`config.mk`:
```
export PLATFORM = sky130hd
export DESIGN_NAME = operand_fetch
export DESIGN_NICKNAME = d
export VERILOG_FILES = /design/src/rtl/operand_fetch_pkg.sv /design/src/rtl/operand_fetch_scoreboard.sv /design/src/rtl/operand_fetch.sv
export SDC_FILE = /design/constraint.sdc
export NUM_CORES = 1
export LEC_CHECK = 0
export BUFFER_PORTS_ARGS = -buffer_cell sky130_fd_sc_hd__buf_2
export CORE_MARGIN = 1
export CORE_UTILIZATION = 41
export DETAILED_ROUTE_END_ITERATION = 10
export GPL_TIMING_DRIVEN = 0
export MAX_ROUTING_LAYER = met4
export PLACE_DENSITY = 0.68
export SLEW_MARGIN = 20
export SYNTH_ARGS = -nofsm -noshare
export SYNTH_HDL_FRONTEND = slang
export SYNTH_SLANG_ARGS = --single-unit
```
`constraint.sdc`:
```
create_clock -name clk -period 4.19 [get_ports clk]
set_clock_uncertainty 0.1 [all_clocks]
set_input_delay 0.838 -clock clk [delete_from_list [all_inputs] [get_ports clk]]
set_output_delay 0.838 -clock clk [all_outputs]
set_load 0.005 [all_outputs]
```
`src/rtl/operand_fetch_pkg.sv`:
```
// Shared core definitions for the operand-fetch stage: widths, the decoded-op
// bundle handed over by decode, and the output-register occupancy states.
package operand_fetch_pkg;

    localparam int XLEN  = 32;
    localparam int REG_W = 5;
    localparam int OPW   = 8;
    localparam int NREGS = 1 << REG_W;

    typedef struct packed {
        logic [OPW-1:0]   op;
        logic [XLEN-1:0]  imm;
        logic [REG_W-1:0] rs1;
        logic [REG_W-1:0] rs2;
        logic [REG_W-1:0] rd;
        logic             rs1_en;
        logic             rs2_en;
        logic             rd_en;
    } dec_op_t;

    typedef enum logic {
        OUT_EMPTY = 1'b0,
        OUT_FULL  = 1'b1
    } out_state_e;

endpackage

```
`src/rtl/operand_fetch_scoreboard.sv`:
```
// Register scoreboard: one busy bit per architectural register for writers
// that have left for execute but not yet written back. Also answers "is this
// register still owed a result?" for the three decode indices, folding in the
// writer sitting in the output register and a writeback arriving this cycle.
module operand_fetch_scoreboard
    import operand_fetch_pkg::*;
(
    input  logic             clk,
    input  logic             rst,
    input  logic             set_en,
    input  logic [REG_W-1:0] set_ad,
    input  logic             clr_en,
    input  logic [REG_W-1:0] clr_ad,
    input  logic             inflight_en,
    input  logic [REG_W-1:0] inflight_ad,
    input  logic [REG_W-1:0] rs1_ad,
    input  logic [REG_W-1:0] rs2_ad,
    input  logic [REG_W-1:0] rd_ad,
    output logic             rs1_pend,
    output logic             rs2_pend,
    output logic             rd_pend
);

    logic [NREGS-1:0] busy;
    logic [NREGS-1:0] busy_nxt;

    // A writer still in the output register counts as owed; a writeback only
    // releases the register when that writer is not the one in the output
    // register (the writeback then belongs to the older, retiring writer).
    function automatic logic is_pending(
        input logic [REG_W-1:0] r,
        input logic [NREGS-1:0] bv,
        input logic             inf_en,
        input logic [REG_W-1:0] inf_ad,
        input logic             wb_en,
        input logic [REG_W-1:0] wb_ad
    );
        logic inflight_hit;
        logic wb_hit;
        inflight_hit = inf_en && (inf_ad == r);
        wb_hit       = wb_en && (wb_ad == r) && !inflight_hit;
        return (r != '0) && (bv[r] || inflight_hit) && !wb_hit;
    endfunction

    // Next busy vector: clear on writeback, set on handshake (set wins), x0 never busy
    always_comb begin
        busy_nxt = busy;
        if (clr_en) busy_nxt[clr_ad] = 1'b0;
        if (set_en) busy_nxt[set_ad] = 1'b1;
        busy_nxt[0] = 1'b0;
    end

    // Busy vector register
    always_ff @(posedge clk) begin
        if (rst) busy <= '0;
        else     busy <= busy_nxt;
    end

    // Pending lookup for the two sources and the destination
    always_comb begin
        rs1_pend = is_pending(rs1_ad, busy, inflight_en, inflight_ad, clr_en, clr_ad);
        rs2_pend = is_pending(rs2_ad, busy, inflight_en, inflight_ad, clr_en, clr_ad);
        rd_pend  = is_pending(rd_ad,  busy, inflight_en, inflight_ad, clr_en, clr_ad);
    end

endmodule

```
`src/rtl/operand_fetch.sv`:
```
// Operand fetch stage between decode and execute: reads both sources from the
// register file, bypasses the writeback bus, holds back RAW/WAW hazards via the
// scoreboard and presents the result through a one-entry output register.
module operand_fetch
    import operand_fetch_pkg::*;
(
    input  logic             clk,
    input  logic             rst,
    input  logic             flush,
    input  logic             dec_valid,
    output logic             dec_ready,
    input  logic [REG_W-1:0] dec_rs1,
    input  logic [REG_W-1:0] dec_rs2,
    input  logic [REG_W-1:0] dec_rd,
    input  logic             dec_rs1_en,
    input  logic             dec_rs2_en,
    input  logic             dec_rd_en,
    input  logic [XLEN-1:0]  dec_imm,
    input  logic [OPW-1:0]   dec_op,
    output logic             rf_r0_valid,
    output logic [REG_W-1:0] rf_r0_ad,
    input  logic [XLEN-1:0]  rf_r0_data,
    output logic             rf_r1_valid,
    output logic [REG_W-1:0] rf_r1_ad,
    input  logic [XLEN-1:0]  rf_r1_data,
    input  logic             wb_valid,
    input  logic [REG_W-1:0] wb_ad,
    input  logic [XLEN-1:0]  wb_data,
    output logic             ex_valid,
    input  logic             ex_ready,
    output logic [XLEN-1:0]  ex_rs1_data,
    output logic [XLEN-1:0]  ex_rs2_data,
    output logic [XLEN-1:0]  ex_imm,
    output logic [OPW-1:0]   ex_op,
    output logic [REG_W-1:0] ex_rd,
    output logic             ex_rd_en,
    output logic [31:0]      stall_cnt
);

    dec_op_t          dec_p0;
    logic             rs1_pend;
    logic             rs2_pend;
    logic             rd_pend;
    logic             hazard;
    logic             accept;
    logic             ex_fire;

    out_state_e       state_q;
    out_state_e       state_d;
    logic             vld_p1;
    logic [XLEN-1:0]  rs1_data_p1;
    logic [XLEN-1:0]  rs2_data_p1;
    logic [XLEN-1:0]  imm_p1;
    logic [OPW-1:0]   op_p1;
    logic [REG_W-1:0] rd_p1;
    logic             rd_en_p1;
    logic [31:0]      stall_cnt_q;

    // x0 and unused sources read as zero; a same-cycle writeback beats the RF
    function automatic logic [XLEN-1:0] select_operand(
        input logic             en,
        input logic [REG_W-1:0] r,
        input logic [XLEN-1:0]  rf_data,
        input logic             byp_en,
        input logic [REG_W-1:0] byp_ad,
        input logic [XLEN-1:0]  byp_data
    );
        if (!en || r == '0)           return '0;
        if (byp_en && byp_ad == r)    return byp_data;
        return rf_data;
    endfunction

    function automatic logic [31:0] sat_inc(input logic [31:0] v);
        return (v == '1) ? v : v + 32'd1;
    endfunction

    assign dec_p0 = '{op: dec_op, imm: dec_imm, rs1: dec_rs1, rs2: dec_rs2, rd: dec_rd,
                      rs1_en: dec_rs1_en, rs2_en: dec_rs2_en, rd_en: dec_rd_en};

    // ---- stage p0: register-file read, hazard check, handshake ----
    assign rf_r0_valid = dec_valid && dec_p0.rs1_en;
    assign rf_r0_ad    = dec_p0.rs1;
    assign rf_r1_valid = dec_valid && dec_p0.rs2_en;
    assign rf_r1_ad    = dec_p0.rs2;

    operand_fetch_scoreboard u_scoreboard (
        .clk         (clk),
        .rst         (rst),
        .set_en      (ex_fire && rd_en_p1 && (rd_p1 != '0)),
        .set_ad      (rd_p1),
        .clr_en      (wb_valid),
        .clr_ad      (wb_ad),
        .inflight_en (vld_p1 && rd_en_p1),
        .inflight_ad (rd_p1),
        .rs1_ad      (dec_p0.rs1),
        .rs2_ad      (dec_p0.rs2),
        .rd_ad       (dec_p0.rd),
        .rs1_pend    (rs1_pend),
        .rs2_pend    (rs2_pend),
        .rd_pend     (rd_pend)
    );

    assign hazard    = dec_valid && ((dec_p0.rs1_en && rs1_pend) ||
                                     (dec_p0.rs2_en && rs2_pend) ||
                                     (dec_p0.rd_en  && rd_pend));
    assign dec_ready = !flush && !hazard && (!vld_p1 || ex_ready);
    assign accept    = dec_valid && dec_ready;
    assign ex_fire   = vld_p1 && ex_ready;

    // Output register occupancy state
    always_ff @(posedge clk) begin
        if (rst) state_q <= OUT_EMPTY;
        else     state_q <= state_d;
    end

    // Occupancy next state: flush empties, accept fills, consumption empties
    always_comb begin
        state_d = state_q;
        case (state_q)
            OUT_EMPTY: if (accept) state_d = OUT_FULL;
            OUT_FULL: begin
                if (flush)                     state_d = OUT_EMPTY;
                else if (ex_ready && !accept)  state_d = OUT_EMPTY;
            end
            default: state_d = OUT_EMPTY;
        endcase
    end

    // Valid to execute follows occupancy
    always_comb vld_p1 = (state_q == OUT_FULL);

    // ---- stage p1: output register payload ----
    // Payload captured on accept and held otherwise
    always_ff @(posedge clk) begin
        if (rst) begin
            rs1_data_p1 <= '0;
            rs2_data_p1 <= '0;
            imm_p1      <= '0;
            op_p1       <= '0;
            rd_p1       <= '0;
            rd_en_p1    <= 1'b0;
        end else if (accept) begin
            rs1_data_p1 <= select_operand(dec_p0.rs1_en, dec_p0.rs1, rf_r0_data, wb_valid, wb_ad, wb_data);
            rs2_data_p1 <= select_operand(dec_p0.rs2_en, dec_p0.rs2, rf_r1_data, wb_valid, wb_ad, wb_data);
            imm_p1      <= dec_p0.imm;
            op_p1       <= dec_p0.op;
            rd_p1       <= dec_p0.rd;
            rd_en_p1    <= dec_p0.rd_en;
        end
    end

    // Saturating count of cycles spent on a hazard
    always_ff @(posedge clk) begin
        if (rst)         stall_cnt_q <= '0;
        else if (hazard) stall_cnt_q <= sat_inc(stall_cnt_q);
    end

    assign ex_valid    = vld_p1;
    assign ex_rs1_data = rs1_data_p1;
    assign ex_rs2_data = rs2_data_p1;
    assign ex_imm      = imm_p1;
    assign ex_op       = op_p1;
    assign ex_rd       = rd_p1;
    assign ex_rd_en    = rd_en_p1;
    assign stall_cnt   = stall_cnt_q;

endmodule
```
Yosys cells after proc, flatten, opt, wreduce, memory -nomap -nowiden
Cells that the tools add are included.
{"block": "word_totals", "ff_bits": 175, "latchBits": 0, "ram_bits": 0, "rom_bits": 0, "input_bits": 165, "word_cells": 126, "mem_count": 0}
{"block": "classes", "n_addsub": 1, "n_mul": 0, "n_div": 0, "order_cmp": 7, "n_eq_ne": 7, "n_shift": 0, "n_mux": 38, "bitwise": 5, "reduce_logical": 58}
{"op": "32-bit two-way mux", "count": 10}
{"op": "32-bit by 1-bit adder with 32-bit output (second input constant)", "count": 1}
{"op": "32-bit bitwise AND", "count": 1}
{"op": "32-bit equality test (second input constant)", "count": 1}
{"op": "32-bit inverter", "count": 1}
{"op": "32-bit OR", "count": 1}
{"op": "1-bit logical AND", "count": 31}
{"op": "5-bit equality test", "count": 6}
{"op": "5-bit by 6-bit less-than comparator with 1-bit output (second input constant)", "count": 5}
{"op": "1-bit two-way mux", "count": 22}
{"op": "5-bit nonzero test", "count": 4}
{"op": "1-bit binary-select mux with 5-bit select", "count": 3}
{"op": "1-bit zero test", "count": 12}
{"op": "1-bit demux with 5-bit select", "count": 2}
{"op": "5-bit by 1-bit greater-or-equal comparator with 1-bit output (second input constant)", "count": 2}
{"op": "5-bit zero test", "count": 2}
{"op": "1-bit logical OR", "count": 8}
{"op": "1-bit inverter", "count": 2}
{"op": "1-bit case mux with 2 select lines", "count": 1}
{"op": "2-bit AND reduction", "count": 1}

Depth between registers and ports, before layout
Gate-level depths: netlist of run 1.
{"block": "logic_depth", "depth_word": 21, "mapped_depth": 13, "mapped_depth_nobuf": 8}

By module
A second synthesis of run 1 with hierarchy kept.
{"block": "unflattened", "hier_cells": 1022, "hier_area_um2": 8812.2}
{"mod": "operand_fetch", "n_inst": 1, "cells_per_inst": 723, "area_each_um2": 6268.5}
{"mod": "operand_fetch_scoreboard", "n_inst": 1, "cells_per_inst": 299, "area_each_um2": 2543.7}

Worst setup path after synthesis of run 1
OpenSTA, ideal clock, no wires.
{"block": "synth_timing", "kind": "input -> output", "start": "input port dec_rs2[0]", "end": "output port dec_ready", "arrival_time_ns": 3.054, "required_ns": 3.252, "setup_slack_ns": 0.198, "path_stages": 10, "cell_sequence": "buf_2 -> mux4_2 -> mux2_2 -> nor3b_1 -> nor3b_1 -> o22a_1 -> o31ai_2 -> buf_6 -> buf_2 -> and2_1"}
{"block": "synth_via", "elab_chain_len": 13, "word_cells_on_any_way": 20, "classes_between": "eq/ne (2); mux (2); reduce/logical (16)"}
{"element": "from (decl)", "line": "operand_fetch.sv:13", "source": "input logic [REG_W-1:0] dec_rs2,"}
{"element": "branches (longest 5 deep; another with 1-bit binary-select mux with 5-bit select)"}
{"element": "1-bit logical AND *", "line": "operand_fetch_scoreboard.sv:42", "source": "return (r != '0) && (bv[r] || inflight_hit) && !wb_hit;"}
{"element": "1-bit logical AND *", "line": "operand_fetch.sv:104", "source": "(dec_p0.rs2_en && rs2_pend) ||"}
{"element": "1-bit logical OR *", "line": "operand_fetch.sv:103", "source": "assign hazard = dec_valid && ((dec_p0.rs1_en && rs1_pend) ||"}
{"element": "1-bit logical OR *", "line": "operand_fetch.sv:104"}
{"element": "1-bit logical AND *", "line": "operand_fetch.sv:103"}
{"element": "1-bit zero test *", "line": "operand_fetch.sv:106", "source": "assign dec_ready = !flush && !hazard && (!vld_p1 || ex_ready);"}
{"element": "1-bit logical AND * (2 in a row)", "line": "operand_fetch.sv:106"}
{"element": "to (decl)", "line": "operand_fetch.sv:11", "source": "output logic dec_ready,"}
Every way passes the cells marked *. The select of a mux whose other input is x is not followed.

Worst setup path after layout of run 1
Ends and elaborated chain as after synthesis.

==> metrics, run 1 <==
FF+latch count, synth 174; clock input transition at the sequential cells of the worst setup and hold paths 70 ps; Lkg Pwr 4.83 nW; Ports 321; Netlist cell types 55; root buffer cell clkbuf_16; CTS Buffer Depth 2; grt ovf 0; drt drc 0; setup ws final 83.0 ps; Final Hold Vio Count 0; Core Area 21,800 sq um; slowest stage cell, crit path mux4_2; PortBufs 310; Placed Instance Area 11,000 sq um; Period minus WS final 4110 ps; Hold WS 355 ps; Hold-fix buffers, CTS 0; total global-route track usage 0.260; sequential area share after synthesis 0.383; max cap viols 0; Main synth FF type dfxtp_1; CP Class primary input to output pin; area occupied by multi-input gates 5080 sq um; critical path fanouts, max 10; Yosys top cell by area dfxtp_1; FF-to-FF Start stall_cnt[3]$_SDFFE_PP0P_; total CTS buffers 17; ratio of cells with drive above 1 in the final layout 0.356; HP Start ex_rs1_data[28]$_SDFFE_PP0P_; met2 Use GR 0.431; Clock Latency Late Sink 430 ps; Mean Syn Cell Area 8.76 sq um; htree depth 4; Worst slew margin 0.232; CP startpoint dec_rs2[0]; crit-path cells buf_2 -> buf_8 -> mux4_2 -> mux2_2 -> nor3b_1 -> nor3b_1 -> o22a_2 -> o31ai_4 -> buf_6 -> and2_1 -> buf_2; maximum VDD drop 0.000241 V; Diodes inserted 0; Nets 1,531; worst reg2reg path depth 9; TritonRoute pass-1 iters 6; global-route wire length before repair 44.1 mm; Design Power 3.85 mW; first-iteration detailed-routing DRC count 515; vias 9,021; top post-synthesis cells by area dfxtp_1, mux2_2, mux2i_1; Slew @ Worst Pin 1150 ps; Worst setup SP type primary input; worst path bufs/invs 4; Synth warnings 0; die width 151 microns; CP Depth 11; clk sink count 174; Max Clk Rate 243 MHz; run status complete, no violations; mapped cell area 9080 sq um; Synth top area share 0.383; crit path DAT 3170 ps; FF-to-FF End stall_cnt[0]$_SDFFE_PP0P_; Total Wirelength 30.0 mm; vias in the first global route 8,390; storage element area 3480 sq um; Chip Height 151 microns; met1 Usage GRT 0.316; CTS tree done; Final Max Tran Viols 0; Rows 54; final worst path period share 0.980; Starting Density 0.418; asr flop ratio synth 0; Vias per Instance 5.44; die area 22,800 sq um; Routability Congestion 0.913; critical path data required time 3250 ps; # fillers 2,064; syn_nets 1,203; Wirelength per Cell 18.1 microns; crit path capture dec_ready; Final setup viols 0; Setup crit end kind output pin; met3 GRT Util 0.0557; post-DP HPWL 22.9 mm; number of flops mapped to enable cells by yosys 0; initial antenna violation count 0; hold crit path type flip-flop to flip-flop; Final Cell Area 11,600 sq um; crit-path leading delay family multiplexers; PwrDens 331 nW/um^2; ANT nets after route 0; largest net degree at the start of global routing 19; critical path's largest stage delay 490 ps; FF-to-FF setup slack 710 ps; Layout area overhead 28.0%; GR peak layer met2; Gate Count Post-Synth 1,037; Place WS -595 ps
==> registers in the layout, indices dropped and copies added, names as in the netlist <==
name	cells
ex_rd	5
u_scoreboard.busy	31
ex_rs2_data	32
ex_op	8
ex_rs1_data	32
ex_imm	32
ex_valid	1
ex_rd_en	1
stall_cnt	32
==> power breakdown <==
| part | internal (mW) | switching [mW] |
|---|---|---|
| sequential | 1.69 | 0.0248 |
| clock | 0.857 | 0.774 |
| combinational | 0.226 | 0.279 |
| total | 2.78 | 1.08 |
==> cell usage after synthesis (all sizes together), types with 2 or more instances <==
cell	count
or4	21
xnor2	14
or3b	2
nand2	137
inv	11
buf	42
o21ai	105
o211ai	8
a21oi	51
nor4b	2
clkbuf	55
mux2i	57
xor2	16
nand3	75
o41ai	2
nor4	7
a211oi	2
and3	9
mux4	19
or3	9
nor2b	6
nand4	14
nor3b	7
o311ai	2
dfxtp	174
nand3b	5
and4	4
and3b	2
mux2	74
a31oi	2
nor2	63
nor3	6
and2	8
o31ai	13
==> metrics by stage <==
step                       util  setup TNS (ps)  instances
final                     0.534               0       1658
after global routing      0.534           -10.3       1658
after CTS                 0.533               0       1657
after detailed placement  0.505           -7610       1627
after global placement    0.505           -3250       1627
after floorplan               -               0       1037
==> logic make-up after synthesis <==
family                   synth area share
multiplexers                        0.202
XOR/XNOR                           0.0289
flip-flops                          0.383
AND/OR/NAND/NOR                     0.204
buffers and inverters              0.0605
AO/OA/AOI/OAI                       0.120
adder cells (fa/ha/maj)           0.00138
==> routing by layer <==
metal  vias to the layer above  wire (microns)
li1                       4354               -
met1                      4252           12800
met2                       368           14700
met3                        47            2090
met4                         0             496
met5                         -               0
==> final cells by class <==
cell class / count / share of cell area
timing repair buffer: 313 / 0.135
sequential: 174 / 0.300
inverter: 12 / 0.00398
clock buffer: 18 / 0.0369
multi-input combinational: 754 / 0.437
clock inverter: 14 / 0.0144
tap: 280 / 0.0301
buffer: 93 / 0.0430
==> repair_timing <==
action / CTS / global route
buffers inserted: 1 / 2
endpoints found under the setup margin: 1 / 1
gates resized for setup: 4 / 11
pin swaps: 0 / 2
==> worst min-delay path by stage <==
stage | endpoint | slack (ps) | depth (start not counted)
6_report | ex_rs1_data[28]$_SDFFE_PP0P_ | 350 | 2
5_1_grt | ex_rs2_data[2]$_SDFFE_PP0P_ | 370 | 2
4_1_cts | ex_rs1_data[28]$_SDFFE_PP0P_ | 360 | 2
3_5_place_dp | ex_rs1_data[28]$_SDFFE_PP0P_ | 350 | 2
3_3_place_gp | ex_rs1_data[28]$_SDFFE_PP0P_ | 340 | 2
2_1_floorplan | ex_rs1_data[28]$_SDFFE_PP0P_ | 340 | 2
==> placed cells by master, fill, tap and decap left out, types with 6 or more instances in the layout <==
cell       count
or4_1         21
and2_1         6
buf_6          7
mux4_2        19
buf_4         21
a21oi_1       51
mux2i_1       57
nor3b_1        6
mux2_2        74
xnor2_1       14
clkbuf_1      50
dfxtp_1      174
nand3_1       75
clkbuf_16     17
and3_1         7
nand4_1       14
or3_1          9
nor2_1        63
o31ai_1       12
buf_2        323
nor2b_1        6
nor3_1         6
o211ai_1       8
xor2_1        16
nand2_1      137
o21ai_0      100
inv_1         11
==> worst reg2reg max path, delay by kind of cell, from the launching register on <==
family / cells / cell delay, ps
flops: 1 / 440
mux: 1 / 300
compound gates: 1 / 220
simple gates: 6 / 2170
buf+inv: 1 / 160
(Power assumes the default switching activity.)
==> run 2, diff against run 1 <==
Settings changed: SETUP_SLACK_MARGIN set to 0.5.
==> run 2 against run 1 <==
  * Setup slack better by 140 ps
  * Sequential cell count unchanged
  * Routed wire length up 3.1%
  * Register-to-register slack better by 180 ps
==> metrics, run 2 (same netlist as run 1, synthesis figures left out) <==
run status complete, no violations (unchanged); Worst setup SP type primary input (unchanged); critical path data required time 3250 ps (about the same); vias 9,228 (was 9,021); final std cells w/o fill 1,675 (was 1,658); first-iteration detailed-routing DRC count 579 (was 515); final worst path period share 0.947 (was 0.980); Hold WS 347 ps (was 355 ps); PwrDens 332 nW/um^2 (was 331 nW/um^2); clk sink count 174 (unchanged); Vias per Instance 5.51 (was 5.44); Final Max Tran Viols 0 (unchanged); PortBufs 310 (unchanged); hold crit path type flip-flop to flip-flop (unchanged); global-route wire length before repair 46.0 mm (was 44.1 mm); Ports 321 (unchanged); ratio of cells with drive above 1 in the final layout 0.373 (was 0.356); Design Power 3.96 mW (was 3.85 mW); # fillers 2,068 (was 2,064); maximum VDD drop 0.000261 V (was 0.000241 V); most frequent cells in the layout buf_2, dfxtp_1, nand2_1, o21ai_0, nand3_1 (unchanged); Period minus WS final 3970 ps (was 4110 ps); Max Clk Rate 252 MHz (was 243 MHz); total CTS buffers 17 (unchanged); commonest non-fill, non-tap cell in the layout buf_2 (unchanged); Slew @ Worst Pin 882 ps (was 1150 ps); storage element area 3480 sq um (unchanged); largest net degree at the start of global routing 21 (was 19); CP Class primary input to output pin (unchanged); Total Wirelength 31.0 mm (was 30.0 mm); die width 151 microns (unchanged); clock input transition at the sequential cells of the worst setup and hold paths 70 ps (about the same); RSZ-0062 raised after global routing true; Diodes inserted 0 (unchanged); CTS Buffer Depth 2 (unchanged); crit path DAT 3030 ps (was 3170 ps); Chip Height 151 microns (unchanged); initial antenna violation count 0 (unchanged); die area 22,800 sq um (unchanged); grt ovf 0 (unchanged); Wirelength per Cell 18.5 microns (was 18.1 microns); Core Area 21,800 sq um (unchanged); root buffer cell clkbuf_16 (unchanged); Final setup viols 0 (unchanged); Final Hold Vio Count 0 (unchanged); ANT nets after route 0 (unchanged); Clock Latency Late Sink 440 ps (was 430 ps); Core Util, Final 0.548 (was 0.534); Nets 1,548 (was 1,531); Setup crit end kind output pin (unchanged); Starting Density 0.418 (unchanged); CTS tree done (unchanged); Cells after DPL 1,628 (was 1,627); area occupied by multi-input gates 5150 sq um (was 5080 sq um); Rows 54 (unchanged); Worst slew margin 0.406 (was 0.232); critical path fanouts, max 4 (was 10); htree depth 4 (unchanged); Routability Congestion 0.931 (was 0.913); drt drc 0 (unchanged); post-DP HPWL 23.0 mm (was 22.9 mm); Hold-fix buffers, CTS 0 (unchanged); TritonRoute pass-1 iters 5 (was 6); total global-route track usage 0.273 (was 0.260); vias in the first global route 8,466 (was 8,390); max cap viols 0 (unchanged); Lkg Pwr 4.98 nW (was 4.83 nW); Layout area overhead 31.2% (was 28.0%)
## run 2: changes by cell type in the layout (fill, tap and decap cells not counted), moves of 3 or more
cell	delta
buf_4	+11
clkbuf_1	-4
clkbuf_4	+4
clkinv_8	+3
nor3b_1	-3
nor3b_2	+3
## run 2: through the flow
step,instance area [sq um],setup WS [ps],setup TNS (ps)
2_1_floorplan,9130,436,0
3_3_place_gp,11000,-450,-23860
3_5_place_dp,11000,-482,-24560
4_1_cts,11900,226,0
5_1_grt,11900,161,0
6_report,11900,223,0
## run 2: cell type report
cell class / count / area share
Multi-Input combinational cell: 754 / 0.432
Tap cell: 280 / 0.0294
Inverter: 12 / 0.00388
Clock buffer: 17 / 0.0357
Buffer: 97 / 0.0474
Clock inverter: 15 / 0.0174
Timing Repair Buffer: 326 / 0.142
Sequential cell: 174 / 0.292
## run 2: final timing paths
| path | from | end | slack, ps | cells after the start |
|---|---|---|---|---|
| setup / recovery | dec_rd[0] | dec_ready | 220 | 12 |
| hold / removal | ex_rs1_data[29]$_SDFFE_PP0P_ | ex_rs1_data[29]$_SDFFE_PP0P_ | 350 | 2 |
| setup reg to reg | stall_cnt[4]$_SDFFE_PP0P_ | stall_cnt[0]$_SDFFE_PP0P_ | 890 | 9 |
| hold reg to reg | ex_rs1_data[29]$_SDFFE_PP0P_ | ex_rs1_data[29]$_SDFFE_PP0P_ | 350 | 2 |
## run 2: what timing repair did
| action | 4_1_cts | 5_1_grt |
|---|---|---|
| gates resized for setup | 29 | 8 |
| buffers inserted | 14 | 1 |
| pin swaps | 8 | 7 |
| endpoints found under the setup margin | 124 | 18 |
## run 2: per-layer routing
layer  track usage  share of wire  vias to the layer above
li1              -              -                     4404
met1         0.339           0.42                     4318
met2         0.442           0.49                      437
met3        0.0494          0.075                       69
met4         0.102          0.023                        0
met5             -              0                        -
## run 2: critical path: stages
cell,delay [ps]
buf_2,160
buf_12,150
or4_1,550
o21ai_2,230
nor3_2,80
nor2_1,200
o41ai_4,160
o31ai_4,230
buf_6,140
buf_6,80
and2_4,140
buf_6,90
## run 2: where the power goes
| part | switching (mW) | leakage, nW | internal (mW) |
|---|---|---|---|
| combinational | 0.294 | 3.27 | 0.245 |
| clock | 0.824 | 0.308 | 0.877 |
| sequential | 0.0235 | 1.41 | 1.69 |
| total | 1.14 | 4.98 | 2.82 |
